**config.mk**
```make
export PLATFORM = sky130hd
export DESIGN_NAME = control_unit_flat
export DESIGN_NICKNAME = d
export VERILOG_FILES = /design/src/rtl/edulent_pkg.sv /design/src/rtl/control_unit_if.sv /design/src/rtl/control_unit_instr_decode.sv /design/src/rtl/control_unit.sv /design/src/flat_wrapper.sv
export SDC_FILE = /design/constraint.sdc
export NUM_CORES = 1
export LEC_CHECK = 0
export CAP_MARGIN = 20
export CORE_MARGIN = 2
export CORE_UTILIZATION = 40
export CTS_CLUSTER_DIAMETER = 150
export CTS_CLUSTER_SIZE = 25
export DETAILED_ROUTE_END_ITERATION = 6
export GPL_ROUTABILITY_DRIVEN = 0
export PLACE_DENSITY = 0.65
export SLEW_MARGIN = 20
export SYNTH_ARGS = -nofsm -noshare
export SYNTH_HDL_FRONTEND = slang
export SYNTH_SLANG_ARGS = --single-unit
```
**constraint.sdc**
```tcl
create_clock -name i_clk -period 6.2 [get_ports i_clk]
set_clock_uncertainty 0.2 [all_clocks]
set_input_delay 1.24 -clock i_clk [delete_from_list [all_inputs] [get_ports i_clk]]
set_output_delay 1.24 -clock i_clk [all_outputs]
set_load 0.05 [all_outputs]
```
**src/rtl/edulent_pkg.sv**
```systemverilog
// Shared definitions for the Edulent CPU control path: transfer commands, opcodes,
// instruction classes, sequencer states and the per-class micro-op table.
package edulent_pkg;

    localparam logic [3:0] XFER_NONE    = 4'h0;
    localparam logic [3:0] XFER_MA_PC   = 4'h1;
    localparam logic [3:0] XFER_MD_MEM  = 4'h2;
    localparam logic [3:0] XFER_IR_MD   = 4'h3;
    localparam logic [3:0] XFER_MA_MD   = 4'h4;
    localparam logic [3:0] XFER_DST_MD  = 4'h5;
    localparam logic [3:0] XFER_MA_DP   = 4'h6;
    localparam logic [3:0] XFER_MA_SP   = 4'h7;
    localparam logic [3:0] XFER_MD_SRC  = 4'h8;
    localparam logic [3:0] XFER_MEM_MD  = 4'h9;
    localparam logic [3:0] XFER_DST_R   = 4'hA;
    localparam logic [3:0] XFER_PC_MD   = 4'hB;
    localparam logic [3:0] XFER_DST_IN  = 4'hC;
    localparam logic [3:0] XFER_OUT_SRC = 4'hD;
    localparam logic [3:0] XFER_PC_TGT  = 4'hE;
    localparam logic [3:0] XFER_MD_PC   = 4'hF;

    localparam logic [1:0] SP_HOLD = 2'b00;
    localparam logic [1:0] SP_INC  = 2'b01;
    localparam logic [1:0] SP_DEC  = 2'b10;

    localparam logic [7:0] OP_NOP   = 8'h00;
    localparam logic [7:0] OP_LDI_A = 8'h19;
    localparam logic [7:0] OP_LDI_B = 8'h1B;
    localparam logic [7:0] OP_LDD_A = 8'h11;
    localparam logic [7:0] OP_LDD_B = 8'h13;
    localparam logic [7:0] OP_LDX_A = 8'h14;
    localparam logic [7:0] OP_LDX_B = 8'h1E;
    localparam logic [7:0] OP_POP   = 8'hC1;
    localparam logic [7:0] OP_STD_A = 8'h21;
    localparam logic [7:0] OP_STD_B = 8'h23;
    localparam logic [7:0] OP_PSH_A = 8'h2C;
    localparam logic [7:0] OP_PSH_B = 8'h2E;
    localparam logic [7:0] OP_JMP_A = 8'hA1;
    localparam logic [7:0] OP_JMP_B = 8'hA5;
    localparam logic [7:0] OP_JMP_C = 8'hA9;
    localparam logic [7:0] OP_RET   = 8'hB0;
    localparam logic [7:0] OP_CAL   = 8'hE0;
    localparam logic [7:0] OP_IN    = 8'hF0;
    localparam logic [7:0] OP_OUT   = 8'hF1;
    localparam logic [7:0] OP_HLT   = 8'hFF;

    localparam logic [2:0] STEP_MAX = 3'd4;

    typedef enum logic [3:0] {
        CLS_NOP, CLS_LDI, CLS_LDD, CLS_LDX, CLS_POP, CLS_STD, CLS_PSH, CLS_ALI,
        CLS_ALU, CLS_JMP, CLS_RET, CLS_CAL, CLS_IN,  CLS_OUT, CLS_HLT
    } instr_class_t;

    typedef enum logic [2:0] {
        IDLE, FETCH0, FETCH1, FETCH2, DECODE, EXEC, HALT
    } cu_state_t;

    typedef struct packed {
        logic [3:0] cmd;
        logic       inc_pc;
        logic [1:0] sp;
        logic       calc;
    } uop_t;

    function automatic uop_t mk_uop(logic [3:0] cmd, logic inc_pc, logic [1:0] sp, logic calc);
        return {cmd, inc_pc, sp, calc};
    endfunction

    function automatic uop_t xf(logic [3:0] cmd);
        return mk_uop(cmd, 1'b0, SP_HOLD, 1'b0);
    endfunction

    // Operand fetch: MA <= PC and advance PC past the immediate byte
    function automatic uop_t imm_fetch();
        return mk_uop(XFER_MA_PC, 1'b1, SP_HOLD, 1'b0);
    endfunction

    function automatic logic [2:0] class_last_step(instr_class_t cls);
        case (cls)
            CLS_LDD, CLS_STD:                   return 3'd4;
            CLS_POP, CLS_ALI, CLS_RET, CLS_CAL: return 3'd3;
            CLS_LDI, CLS_LDX, CLS_PSH, CLS_JMP: return 3'd2;
            CLS_ALU:                            return 3'd1;
            default:                            return 3'd0;
        endcase
    endfunction

    function automatic uop_t exec_uop(instr_class_t cls, logic [2:0] step);
        uop_t u;
        u = xf(XFER_NONE);
        case (cls)
            CLS_LDI: case (step)
                3'd0: u = imm_fetch();
                3'd1: u = xf(XFER_MD_MEM);
                3'd2: u = xf(XFER_DST_MD);
                default: u = xf(XFER_NONE);
            endcase
            CLS_LDD: case (step)
                3'd0: u = imm_fetch();
                3'd1: u = xf(XFER_MD_MEM);
                3'd2: u = xf(XFER_MA_MD);
                3'd3: u = xf(XFER_MD_MEM);
                3'd4: u = xf(XFER_DST_MD);
                default: u = xf(XFER_NONE);
            endcase
            CLS_LDX: case (step)
                3'd0: u = xf(XFER_MA_DP);
                3'd1: u = xf(XFER_MD_MEM);
                3'd2: u = xf(XFER_DST_MD);
                default: u = xf(XFER_NONE);
            endcase
            CLS_POP: case (step)
                3'd0: u = mk_uop(XFER_NONE, 1'b0, SP_INC, 1'b0);
                3'd1: u = xf(XFER_MA_SP);
                3'd2: u = xf(XFER_MD_MEM);
                3'd3: u = xf(XFER_DST_MD);
                default: u = xf(XFER_NONE);
            endcase
            CLS_STD: case (step)
                3'd0: u = imm_fetch();
                3'd1: u = xf(XFER_MD_MEM);
                3'd2: u = xf(XFER_MA_MD);
                3'd3: u = xf(XFER_MD_SRC);
                3'd4: u = xf(XFER_MEM_MD);
                default: u = xf(XFER_NONE);
            endcase
            CLS_PSH: case (step)
                3'd0: u = xf(XFER_MA_SP);
                3'd1: u = xf(XFER_MD_SRC);
                3'd2: u = mk_uop(XFER_MEM_MD, 1'b0, SP_DEC, 1'b0);
                default: u = xf(XFER_NONE);
            endcase
            CLS_ALI: case (step)
                3'd0: u = imm_fetch();
                3'd1: u = xf(XFER_MD_MEM);
                3'd2: u = mk_uop(XFER_NONE, 1'b0, SP_HOLD, 1'b1);
                3'd3: u = xf(XFER_DST_R);
                default: u = xf(XFER_NONE);
            endcase
            CLS_ALU: case (step)
                3'd0: u = mk_uop(XFER_NONE, 1'b0, SP_HOLD, 1'b1);
                3'd1: u = xf(XFER_DST_R);
                default: u = xf(XFER_NONE);
            endcase
            CLS_JMP: case (step)
                3'd0: u = imm_fetch();
                3'd1: u = xf(XFER_MD_MEM);
                3'd2: u = xf(XFER_PC_MD);
                default: u = xf(XFER_NONE);
            endcase
            CLS_RET: case (step)
                3'd0: u = mk_uop(XFER_NONE, 1'b0, SP_INC, 1'b0);
                3'd1: u = xf(XFER_MA_SP);
                3'd2: u = xf(XFER_MD_MEM);
                3'd3: u = xf(XFER_PC_MD);
                default: u = xf(XFER_NONE);
            endcase
            CLS_CAL: case (step)
                3'd0: u = xf(XFER_MA_SP);
                3'd1: u = xf(XFER_MD_PC);
                3'd2: u = mk_uop(XFER_MEM_MD, 1'b0, SP_DEC, 1'b0);
                3'd3: u = xf(XFER_PC_TGT);
                default: u = xf(XFER_NONE);
            endcase
            CLS_IN:  u = (step == 3'd0) ? xf(XFER_DST_IN)  : xf(XFER_NONE);
            CLS_OUT: u = (step == 3'd0) ? xf(XFER_OUT_SRC) : xf(XFER_NONE);
            default: u = xf(XFER_NONE);
        endcase
        return u;
    endfunction

endpackage

```
**src/rtl/control_unit_if.sv**
```systemverilog
// Control-unit <-> data_path bundle: run permission and IR in, micro-op commands out.
interface control_unit_if;
    import edulent_pkg::*;

    logic       i_run;
    logic [7:0] i_ir;
    logic [3:0] o_transfer_cmd;
    logic       o_inc_pc;
    logic [1:0] o_inc_dec_sp;
    logic       o_alu_calculate;
    logic       o_alu_res_to_ap;
    logic       o_reset_ir;
    logic       o_next_instr;
    logic       o_halted;

    modport master (
        input  i_run, i_ir,
        output o_transfer_cmd, o_inc_pc, o_inc_dec_sp, o_alu_calculate,
               o_alu_res_to_ap, o_reset_ir, o_next_instr, o_halted
    );

    modport slave (
        output i_run, i_ir,
        input  o_transfer_cmd, o_inc_pc, o_inc_dec_sp, o_alu_calculate,
               o_alu_res_to_ap, o_reset_ir, o_next_instr, o_halted
    );
endinterface

```
**src/rtl/control_unit_instr_decode.sv**
```systemverilog
// Combinational opcode classifier: maps an IR byte to its execute class and final step.
module instr_decode
    import edulent_pkg::*;
(
    input  logic [7:0]   i_opcode,
    output instr_class_t o_class,
    output logic [2:0]   o_last_step
);

    always_comb begin
        o_class = CLS_NOP;
        case (i_opcode)
            OP_NOP:             o_class = CLS_NOP;
            OP_LDI_A, OP_LDI_B: o_class = CLS_LDI;
            OP_LDD_A, OP_LDD_B: o_class = CLS_LDD;
            OP_LDX_A, OP_LDX_B: o_class = CLS_LDX;
            OP_POP:             o_class = CLS_POP;
            OP_STD_A, OP_STD_B: o_class = CLS_STD;
            OP_PSH_A, OP_PSH_B: o_class = CLS_PSH;
            OP_JMP_A, OP_JMP_B, OP_JMP_C: o_class = CLS_JMP;
            OP_RET:             o_class = CLS_RET;
            OP_CAL:             o_class = CLS_CAL;
            OP_IN:              o_class = CLS_IN;
            OP_OUT:             o_class = CLS_OUT;
            OP_HLT:             o_class = CLS_HLT;
            // ALU families are whole high nibbles; everything else is treated as NOP
            default: case (i_opcode[7:4])
                4'h3, 4'h6, 4'h7, 4'h8: o_class = CLS_ALI;
                4'h5, 4'h9:             o_class = CLS_ALU;
                default:                o_class = CLS_NOP;
            endcase
        endcase
    end

    assign o_last_step = class_last_step(o_class);

endmodule

```
**src/rtl/control_unit.sv**
```systemverilog
// Edulent microsequencer: fetch, decode and per-class execute sequencing, driving
// every data_path control input as a Moore decode of {state, class, step}.
module control_unit
    import edulent_pkg::*;
#(
    parameter bit AUTO_RUN = 1'b0
) (
    input  logic           i_clk,
    input  logic           i_rstn,
    control_unit_if.master bus
);

    cu_state_t    r_state,     w_state_nxt;
    logic [2:0]   r_step,      w_step_nxt;
    instr_class_t r_class,     w_class_nxt;
    logic [2:0]   r_last_step, w_last_nxt;
    logic         r_ap,        w_ap_nxt;

    instr_class_t w_dec_class;
    logic [2:0]   w_dec_last;
    logic         w_go;
    uop_t         w_uop;
    logic         w_alu_ap;
    logic         w_reset_ir;
    logic         w_next_instr;
    logic         w_halted;

    instr_decode u_decode (
        .i_opcode    (bus.i_ir),
        .o_class     (w_dec_class),
        .o_last_step (w_dec_last)
    );

    assign w_go = bus.i_run | AUTO_RUN;

    always_ff @(posedge i_clk or negedge i_rstn) begin
        if (!i_rstn) begin
            r_state     <= IDLE;
            r_step      <= 3'd0;
            r_class     <= CLS_NOP;
            r_last_step <= 3'd0;
            r_ap        <= 1'b0;
        end else begin
            r_state     <= w_state_nxt;
            r_step      <= w_step_nxt;
            r_class     <= w_class_nxt;
            r_last_step <= w_last_nxt;
            r_ap        <= w_ap_nxt;
        end
    end

    always_comb begin
        w_state_nxt  = r_state;
        w_step_nxt   = r_step;
        w_class_nxt  = r_class;
        w_last_nxt   = r_last_step;
        w_ap_nxt     = r_ap;
        w_uop        = xf(XFER_NONE);
        w_alu_ap     = 1'b0;
        w_reset_ir   = 1'b0;
        w_next_instr = 1'b0;
        w_halted     = 1'b0;
        case (r_state)
            IDLE: if (w_go) w_state_nxt = FETCH0;
            FETCH0: begin
                w_uop       = imm_fetch();
                w_reset_ir  = 1'b1;
                w_state_nxt = FETCH1;
            end
            FETCH1: begin
                w_uop       = xf(XFER_MD_MEM);
                w_state_nxt = FETCH2;
            end
            FETCH2: begin
                w_uop       = xf(XFER_IR_MD);
                w_state_nxt = DECODE;
            end
            // Class, length and AP select are captured here so IR activity in EXEC is ignored
            DECODE: begin
                w_class_nxt = w_dec_class;
                w_last_nxt  = w_dec_last;
                w_ap_nxt    = bus.i_ir[3] && (w_dec_class == CLS_ALI || w_dec_class == CLS_ALU);
                w_step_nxt  = 3'd0;
                if (w_dec_class == CLS_NOP) begin
                    w_next_instr = 1'b1;
                    w_state_nxt  = FETCH0;
                end else if (w_dec_class == CLS_HLT) begin
                    w_state_nxt  = HALT;
                end else begin
                    w_state_nxt  = EXEC;
                end
            end
            EXEC: begin
                if (r_step > STEP_MAX) begin
                    w_step_nxt  = 3'd0;
                    w_state_nxt = FETCH0;
                end else begin
                    w_uop    = exec_uop(r_class, r_step);
                    w_alu_ap = r_ap;
                    if (r_step == r_last_step) begin
                        w_next_instr = 1'b1;
                        w_step_nxt   = 3'd0;
                        w_state_nxt  = w_go ? FETCH0 : IDLE;
                    end else begin
                        w_step_nxt   = r_step + 3'd1;
                    end
                end
            end
            HALT:    w_halted    = 1'b1;
            default: w_state_nxt = IDLE;
        endcase
    end

    assign bus.o_transfer_cmd  = w_uop.cmd;
    assign bus.o_inc_pc        = w_uop.inc_pc;
    assign bus.o_inc_dec_sp    = w_uop.sp;
    assign bus.o_alu_calculate = w_uop.calc;
    assign bus.o_alu_res_to_ap = w_alu_ap;
    assign bus.o_reset_ir      = w_reset_ir;
    assign bus.o_next_instr    = w_next_instr;
    assign bus.o_halted        = w_halted;

endmodule

```
**src/flat_wrapper.sv**
```systemverilog
// flat-port wrapper written by rule: the top's interface ports become plain ports
module control_unit_flat import edulent_pkg::*;
#(
    parameter bit AUTO_RUN = 1'b0
)
  (i_clk, i_rstn, bus_i_run, bus_i_ir, bus_o_transfer_cmd, bus_o_inc_pc, bus_o_inc_dec_sp, bus_o_alu_calculate, bus_o_alu_res_to_ap, bus_o_reset_ir, bus_o_next_instr, bus_o_halted);
  control_unit_if bus_i ();
  input  logic i_clk;
  input  logic i_rstn;
  input wire logic [$bits(bus_i.i_run)-1:0] bus_i_run;
  input wire logic [$bits(bus_i.i_ir)-1:0] bus_i_ir;
  output wire logic [$bits(bus_i.o_transfer_cmd)-1:0] bus_o_transfer_cmd;
  output wire logic [$bits(bus_i.o_inc_pc)-1:0] bus_o_inc_pc;
  output wire logic [$bits(bus_i.o_inc_dec_sp)-1:0] bus_o_inc_dec_sp;
  output wire logic [$bits(bus_i.o_alu_calculate)-1:0] bus_o_alu_calculate;
  output wire logic [$bits(bus_i.o_alu_res_to_ap)-1:0] bus_o_alu_res_to_ap;
  output wire logic [$bits(bus_i.o_reset_ir)-1:0] bus_o_reset_ir;
  output wire logic [$bits(bus_i.o_next_instr)-1:0] bus_o_next_instr;
  output wire logic [$bits(bus_i.o_halted)-1:0] bus_o_halted;
  assign bus_i.i_run = bus_i_run;
  assign bus_i.i_ir = bus_i_ir;
  assign bus_o_transfer_cmd = bus_i.o_transfer_cmd;
  assign bus_o_inc_pc = bus_i.o_inc_pc;
  assign bus_o_inc_dec_sp = bus_i.o_inc_dec_sp;
  assign bus_o_alu_calculate = bus_i.o_alu_calculate;
  assign bus_o_alu_res_to_ap = bus_i.o_alu_res_to_ap;
  assign bus_o_reset_ir = bus_i.o_reset_ir;
  assign bus_o_next_instr = bus_i.o_next_instr;
  assign bus_o_halted = bus_i.o_halted;
  control_unit #(.AUTO_RUN(AUTO_RUN)) u_core (.i_clk(i_clk), .i_rstn(i_rstn), .bus(bus_i));
endmodule
```
==> key figures, run 1 <==
Setup path
  – CP Launch Type: input pin
  – Worst-path maximum fanout: 14
  – CP endpoint kind: output port
  – Crit Path Category: in -> out
  – Worst Path Arrival: 3.98 ns
  – WP data required: approximately 4.8 ns

Detailed routing
  – Routed WL per cell: ~14 um
  – Via count: 2022
  – Initial DRT Pass Iterations: 5
  – DRC Markers: 0
  – Detail Route Antenna Nets: 0
  – Vias per inst: around 6
  – Final wirelength: about 4800 um
  – Initial DRC Count: between 200 and 250

Cells and area
  – Most frequent cells in the layout: 22 x nand2_1, 21 x clkdlybuf4s50_1, 19 x nor2_1
  – Area delta synth->final: 12.1%
  – Commonest non-fill, non-tap cell in the layout: nand2_1
  – Finished Layout Cells: between 300 and 400
  – Final instance area: 2200 um^2
  – Fillcell total: 481
  – Layout cells sized above 1: roughly 3.7%
  – Antenna cells: 0
  – Final core area utilization: a little under half
  – Fin nets: 291

Floorplan
  – Chip height: between 70 and 80 um
  – Die footprint: ~5500 um^2
  – Core region area: between 4000 and 5000 um^2
  – Die width: about 74 um
  – Initial Util: roughly two fifths
  – # IOs: 23
  – Site Rows: 25

Timing
  – Slew Limit Fails: 0
  – Relative slew slack: 43.7%
  – Final Worst Setup Slack: approximately 0.78 ns
  – Final setup violation count: 0
  – RSZ-0062 raised after global routing: false
  – F_max: about 180 MHz
  – Final TNS setup: 0 ns
  – Tmin final: around 5.4 ns
  – Worst Tran Pin Value: 0.842 ns
  – Period Utilization, post-route: between 80 and 90%
  – Worst hold-check slack: 0.301 ns
  – Final hold vios: 0

Clock tree
  – Hold Buf Count CTS: 0
  – CTS Sinks: 14
  – Clk root buf: clkbuf_8
  – TritonCTS Buffers: 3
  – Setup bufs post-CTS: 0
  – Post-CTS resize count: 0
  – CTS H-tree lvls: 1
  – Clock insertion delay at the later pin of the skew report: 0.25 ns
  – Clock Tree Buf Depth: 2
  – CTS tree: yes
  – Clock transition at the registers of the reported paths: about 0.06 ns

Global routing
  – Grt total ovfl: 0
  – GRT Overall Usage: between 10% and 20%
  – Vias in the first global route: 1788
  – Initial antenna violation count: 0
  – Largest net degree at the start of global routing: 28
  – First-pass GRT wire length: ~8400 um

Min path
  – Hold crit path type: reg -> reg

Pwr
  – Seq pwr share: 26.9%
  – Clk network pwr share: between 10% and 20%
  – Worst IR Drop VDD: 0.130 mV
  – Switching power total: roughly 470 uW
  – Cell internal pwr: ~430 uW
  – Comb power frac: between 60% and 70%
  – Final Power: about 900 uW
  – PD cells: between 400 and 500 nW/um^2
  – Switching part of the total power: 52.6%
  – Static leakage: 0.822 nW

Yosys
  – Post-synthesis mux area share: 3.13%
  – Synthesized area: about 2000 um^2
  – Synthesized-area fraction occupied by adder cells: between 6 and 7%
  – Synthesized net count: ~290
  – Post-Synth Simple-Gate Area: 35.7%
  – Synth unique cells: 66
  – Post-Synth XOR/XNOR Area: 3.13%
  – Synthesis Warnings: 0
  – Synthesized netlist cell count: 268
  – Compound-Gate Fraction of Synth Area: about a quarter
  – Synth Flop Type: dfrtp_1
  – Combinational family with the most area after synthesis: simple AND/OR/NAND/NOR gates
  – Syn_area_per_cell: around 7.3 um^2
  – Sequential area share after synthesis: 17.9%
  – FFs w/ async S/R, synth: 100%
  – Seq cells post-synth: 14
  – Post-synth EDFFs: 0

Placement
  – DP Wirelength: around 3700 um
  – Post-place setup slack: ~0.80 ns
  – Post-Place Cell Area: approximately 2100 um^2
  – IO buf count: 22
  – Placed Cells: approximately 330

Outcome
  – Status: finished, final reports clean

Run
  – Max-Cap Viols: 0
## per-layer routing
| metal | up-vias | GRT usage, % | part of all wire (%) |
|---|---|---|---|
| met3 | 5 | 1.76 | 4.0 |
| met2 | 48 | 31.9 | 49 |
| li1 | 1004 | - | - |
| met4 | 0 | 6.46 | 0.99 |
| met1 | 965 | 25.1 | 46 |
| met5 | - | 0 | 0 |
## worst max-delay path: stages
cell	delay, ns
clkdlybuf4s50_1	0.64
and3b_1	0.32
o211ai_1	0.26
nand2_1	0.16
nor3_1	0.34
mux2i_1	0.30
ha_1	0.24
nand3_1	0.12
o22ai_1	0.13
buf_4	0.22
## cell families after synthesis
kind of cell	Yosys count
buffers and inverters	36
AOI/OAI and AO/OA	71
DFF	14
and+or+nand+nor	123
adders and majority gates	11
xor gates and xnor gates	7
muxes	6
## synthesized netlist by cell type (6+ instances only)
master     n  area share (%)
nor2_1    19             3.6
dfrtp_1   14              18
nand2_1   22             4.2
ha_1      10             6.4
nand2b_1   7             2.2
a21oi_1   12             3.1
clkbuf_1  15             2.9
nand4_1    8             2.6
o211ai_1   7             2.7
buf_2      6             1.5
nor2b_1    9             2.9
nor3_1     8             2.0
o21ai_0   12             3.1
inv_1     11             2.1
nand3_1   15             3.8
## registers in the layout, indices dropped and copies added (netlist names)
signal	cells
u_core.r_class	4
u_core.r_last_step	3
u_core.r_state	3
u_core.r_step	3
u_core.r_ap	1
## final cells by class
type | instances | area [um^2] | area share [%]
repair buffers | 22 | 218 | 9.91
well taps | 67 | 83.8 | 3.82
inverters | 11 | 41.3 | 1.88
flip-flops and latches | 14 | 350 | 16.0
multi-input cells | 218 | 1450 | 65.9
clock buffers | 4 | 55.1 | 2.51
## power by group through the flow
stage	registers, mW	logic (mW)	clock network, mW
final	0.242	0.567	0.0897
after global routing	0.256	0.628	0.0968
after detailed placement	0.241	0.564	0
after CTS	0.240	0.565	0.0907
after global placement	0.242	0.563	0
after floorplan	0.162	0.511	0
## final timing paths
check	slack [ns]	cells after the start	start	to
worst min register to register	0.30	2	u_core.r_last_step[2]	u_core.r_last_step[2]
worst max-delay path	0.78	10	bus_i_ir[3]	bus_o_next_instr
worst min-delay path	0.30	2	u_core.r_last_step[2]	u_core.r_last_step[2]
min in group asynchronous	1.18	1	i_rstn	u_core.r_last_step[0]
worst max register to register	3.82	4	u_core.r_state[2]	u_core.r_last_step[1]
max in group asynchronous	4.22	1	i_rstn	u_core.r_class[1]
(Power assumes the default switching activity.)
==> inputs of run 2 (changes only) <==
CAP_MARGIN = unset   (was 20)
CTS_CLUSTER_SIZE = unset   (was 25)
==> results of run 2 <==
The final DEF is identical to that of run 1; final timing and power are the same.
==> inputs of run 3 (changes only) <==
CORE_MARGIN = 5   (was 2)
SYNTH_HIERARCHICAL = 1   (was unset)
==> run 3 against run 2 <==
Effect of this change:
- area after synthesis increased by 6.5%
- power decreased by 5.4%
- register-to-register slack improved by 0.17 ns
- cell area increased by 6.0%
- clock-buffer cell count unchanged
- final cell count increased by 0.89%
- via count decreased by 1.0%
- synthesized cell count decreased by 2.6%
- global-route usage decreased by 2.9 points
- wire length increased by 4.2%
- worst setup slack got worse by 0.47 ns
==> key figures, run 3 <==
Floorplan
  – Site Rows: 26
  – # IOs: 23
  – Initial Util: ~41%
  – Core region area: between 5000 and 6000 um^2
  – Die footprint: ~6800 um^2
  – Chip height: ~82 um
  – Die width: 82.2 um

Timing
  – Final TNS setup: 0 ns
  – Worst Tran Pin Value: around 0.90 ns
  – Worst hold-check slack: ~0.32 ns
  – Final setup violation count: 0
  – Tmin final: slightly below 6 ns
  – Final Worst Setup Slack: 0.310 ns
  – Period Utilization, post-route: 95.0%
  – Final hold vios: 0
  – Slew Limit Fails: 0
  – Relative slew slack: roughly 40%
  – F_max: roughly 170 MHz
  – RSZ-0062 raised after global routing: false

Yosys
  – Sequential area share after synthesis: roughly 17%
  – FFs w/ async S/R, synth: 100%
  – Post-synthesis mux area share: just over 7%
  – Seq cells post-synth: 14
  – Compound-Gate Fraction of Synth Area: between 20% and 30%
  – Cell taking the most area after synthesis: dfrtp_1
  – Synthesized area: approximately 2100 um^2
  – Synth Flop Type: dfrtp_1
  – Synthesized net count: around 280
  – Yosys top cell area share: approximately 17%
  – Combinational family with the most area after synthesis: simple AND/OR/NAND/NOR gates
  – Post-synth EDFFs: 0
  – Post-Synth XOR/XNOR Area: roughly 3%
  – Synthesized netlist cell count: 261
  – Syn_area_per_cell: approximately 8.0 um^2
  – Top-count cell post-synth: nand2_1
  – Commonest cells post-synth: 16 x nand2_1, 14 x dfrtp_1, 13 x nand2b_1, 13 x nor3_1
  – Post-Synth Simple-Gate Area: between 30% and 40%
  – Synth unique cells: 68
  – Synthesized-area fraction occupied by adder cells: between 5 and 6%
  – Synth top area cells: dfrtp_1 17%, ha_1 5.4%, nand2b_1 3.9%, buf_6 3.8%, nor2b_1 3.6%
  – Synthesis Warnings: 6

Global routing
  – Initial antenna violation count: 0
  – Grt total ovfl: 0
  – GRT Overall Usage: approximately 16%
  – Largest net degree at the start of global routing: 28
  – Vias in the first global route: around 1900
  – First-pass GRT wire length: between 8000 and 9000 um

Clock tree
  – Clock Tree Buf Depth: 2
  – Clock insertion delay at the later pin of the skew report: roughly 0.25 ns
  – CTS H-tree lvls: 1
  – Clock transition at the registers of the reported paths: roughly 0.06 ns
  – Hold Buf Count CTS: 0
  – Setup bufs post-CTS: 0
  – Clk root buf: clkbuf_8
  – CTS Sinks: 14
  – CTS tree: yes
  – TritonCTS Buffers: 3
  – Post-CTS resize count: 0

Placement
  – DP Wirelength: ~3800 um
  – IO buf count: 22
  – Placed Cells: between 300 and 400
  – Post-place setup slack: about 0.34 ns

Cells and area
  – Most frequent cells in the layout: 21 x clkdlybuf4s50_1, 16 x nand2_1, 14 x dfrtp_1
  – Largest register FFs: 4
  – Fin nets: a little under 300
  – Final core area utilization: between 40% and 50%
  – Commonest non-fill, non-tap cell in the layout: clkdlybuf4s50_1
  – Most flops, register: u_core/r_class
  – Layout cells sized above 1: approximately 8.6%
  – Finished Layout Cells: ~340
  – Area delta synth->final: 11.5%
  – Antenna cells: 0

Run
  – Max-Cap Viols: 0

Pwr
  – Static leakage: approximately 0.84 nW
  – Worst IR Drop VDD: 0.193 mV
  – PD cells: roughly 370 nW/um^2

Setup path
  – Flop-to-flop setup slack: between 3 and 4 ns
  – Worst Path Arrival: between 4 and 5 ns
  – CP endpoint kind: output port
  – CP Launch Type: input pin
  – Worst-path maximum fanout: 10
  – WP data required: between 4 and 5 ns
  – Crit Path Category: in -> out

Detailed routing
  – Vias per inst: around 6
  – Initial DRC Count: between 150 and 200
  – Detail Route Antenna Nets: 0
  – DRC Markers: 0
  – Via count: roughly 2000
  – Initial DRT Pass Iterations: 4
  – Final wirelength: 5050 um
  – Routed WL per cell: 14.9 um

Min path
  – Hold crit path type: reg -> reg

Outcome
  – Status: finished, final reports clean
## run 3: through the flow
step                total power, mW  area (um^2)
finish                        0.850         2330
global route                  0.922         2330
CTS                           0.850         2330
detailed placement            0.756         2270
global placement              0.755         2270
floorplan                     0.660         2090
## run 3: worst paths after layout
check                                 startpoint                     to  cells past startpoint
max in group asynchronous                 i_rstn       u_core/r_step[0]                      1
max reg2reg                     u_core/r_step[0]       u_core/r_step[0]                      6
min                        u_core/r_last_step[2]  u_core/r_last_step[2]                      1
max                                  bus_i_ir[4]       bus_o_next_instr                     11
min in group asynchronous                 i_rstn  u_core/r_last_step[1]                      1
min reg2reg                u_core/r_last_step[2]  u_core/r_last_step[2]                      1
## run 3: power by group
part	leakage, nW	total (mW)	switching (mW)	internal [mW]
logic	0.629	0.522	0.299	0.223
registers	0.183	0.237	0.112	0.125
clock network	0.0288	0.0906	0.0343	0.0563
total	0.841	0.850	0.446	0.404
## run 3: routing by layer
layer | track usage [%] | part of all wire (%) | vias up
met5 | 0 | 0 | -
met4 | 3.65 | 0.95 | 0
met3 | 1.63 | 5.2 | 6
met1 | 24.0 | 49 | 936
li1 | - | - | 998
met2 | 24.3 | 45 | 61
## run 3: final cells by class
cell class | instances | area, um^2
tap | 70 | 87.6
clock buffer | 4 | 55.1
multi-input combinational | 216 | 1540
inverter | 10 | 37.5
sequential | 14 | 350
fill | 518 | 2750
timing repair buffer | 25 | 253
## run 3: cells by family (layout without fill, tap and decap cells)
| family | Yosys count | after routing |
|---|---|---|
| XOR/XNOR | 7 | 7 |
| AND/OR/NAND/NOR | 121 | 121 |
| multiplexers | 14 | 14 |
| flip-flops | 14 | 14 |
| adder cells (fa/ha/maj) | 9 | 9 |
| AO/OA/AOI/OAI | 65 | 65 |
| buffers and inverters | 31 | 39 |
## run 3: worst max-delay path, cell delays in order
cell and delay, ns:
clkdlybuf4s50_1 0.57, nor2b_1 0.25, and4_1 0.21, or3_1 0.39, nor3_2 0.27, mux2_1 0.42
or4_1 0.58, nor2_1 0.12, a31oi_1 0.05, nor2_1 0.20, buf_12 0.17
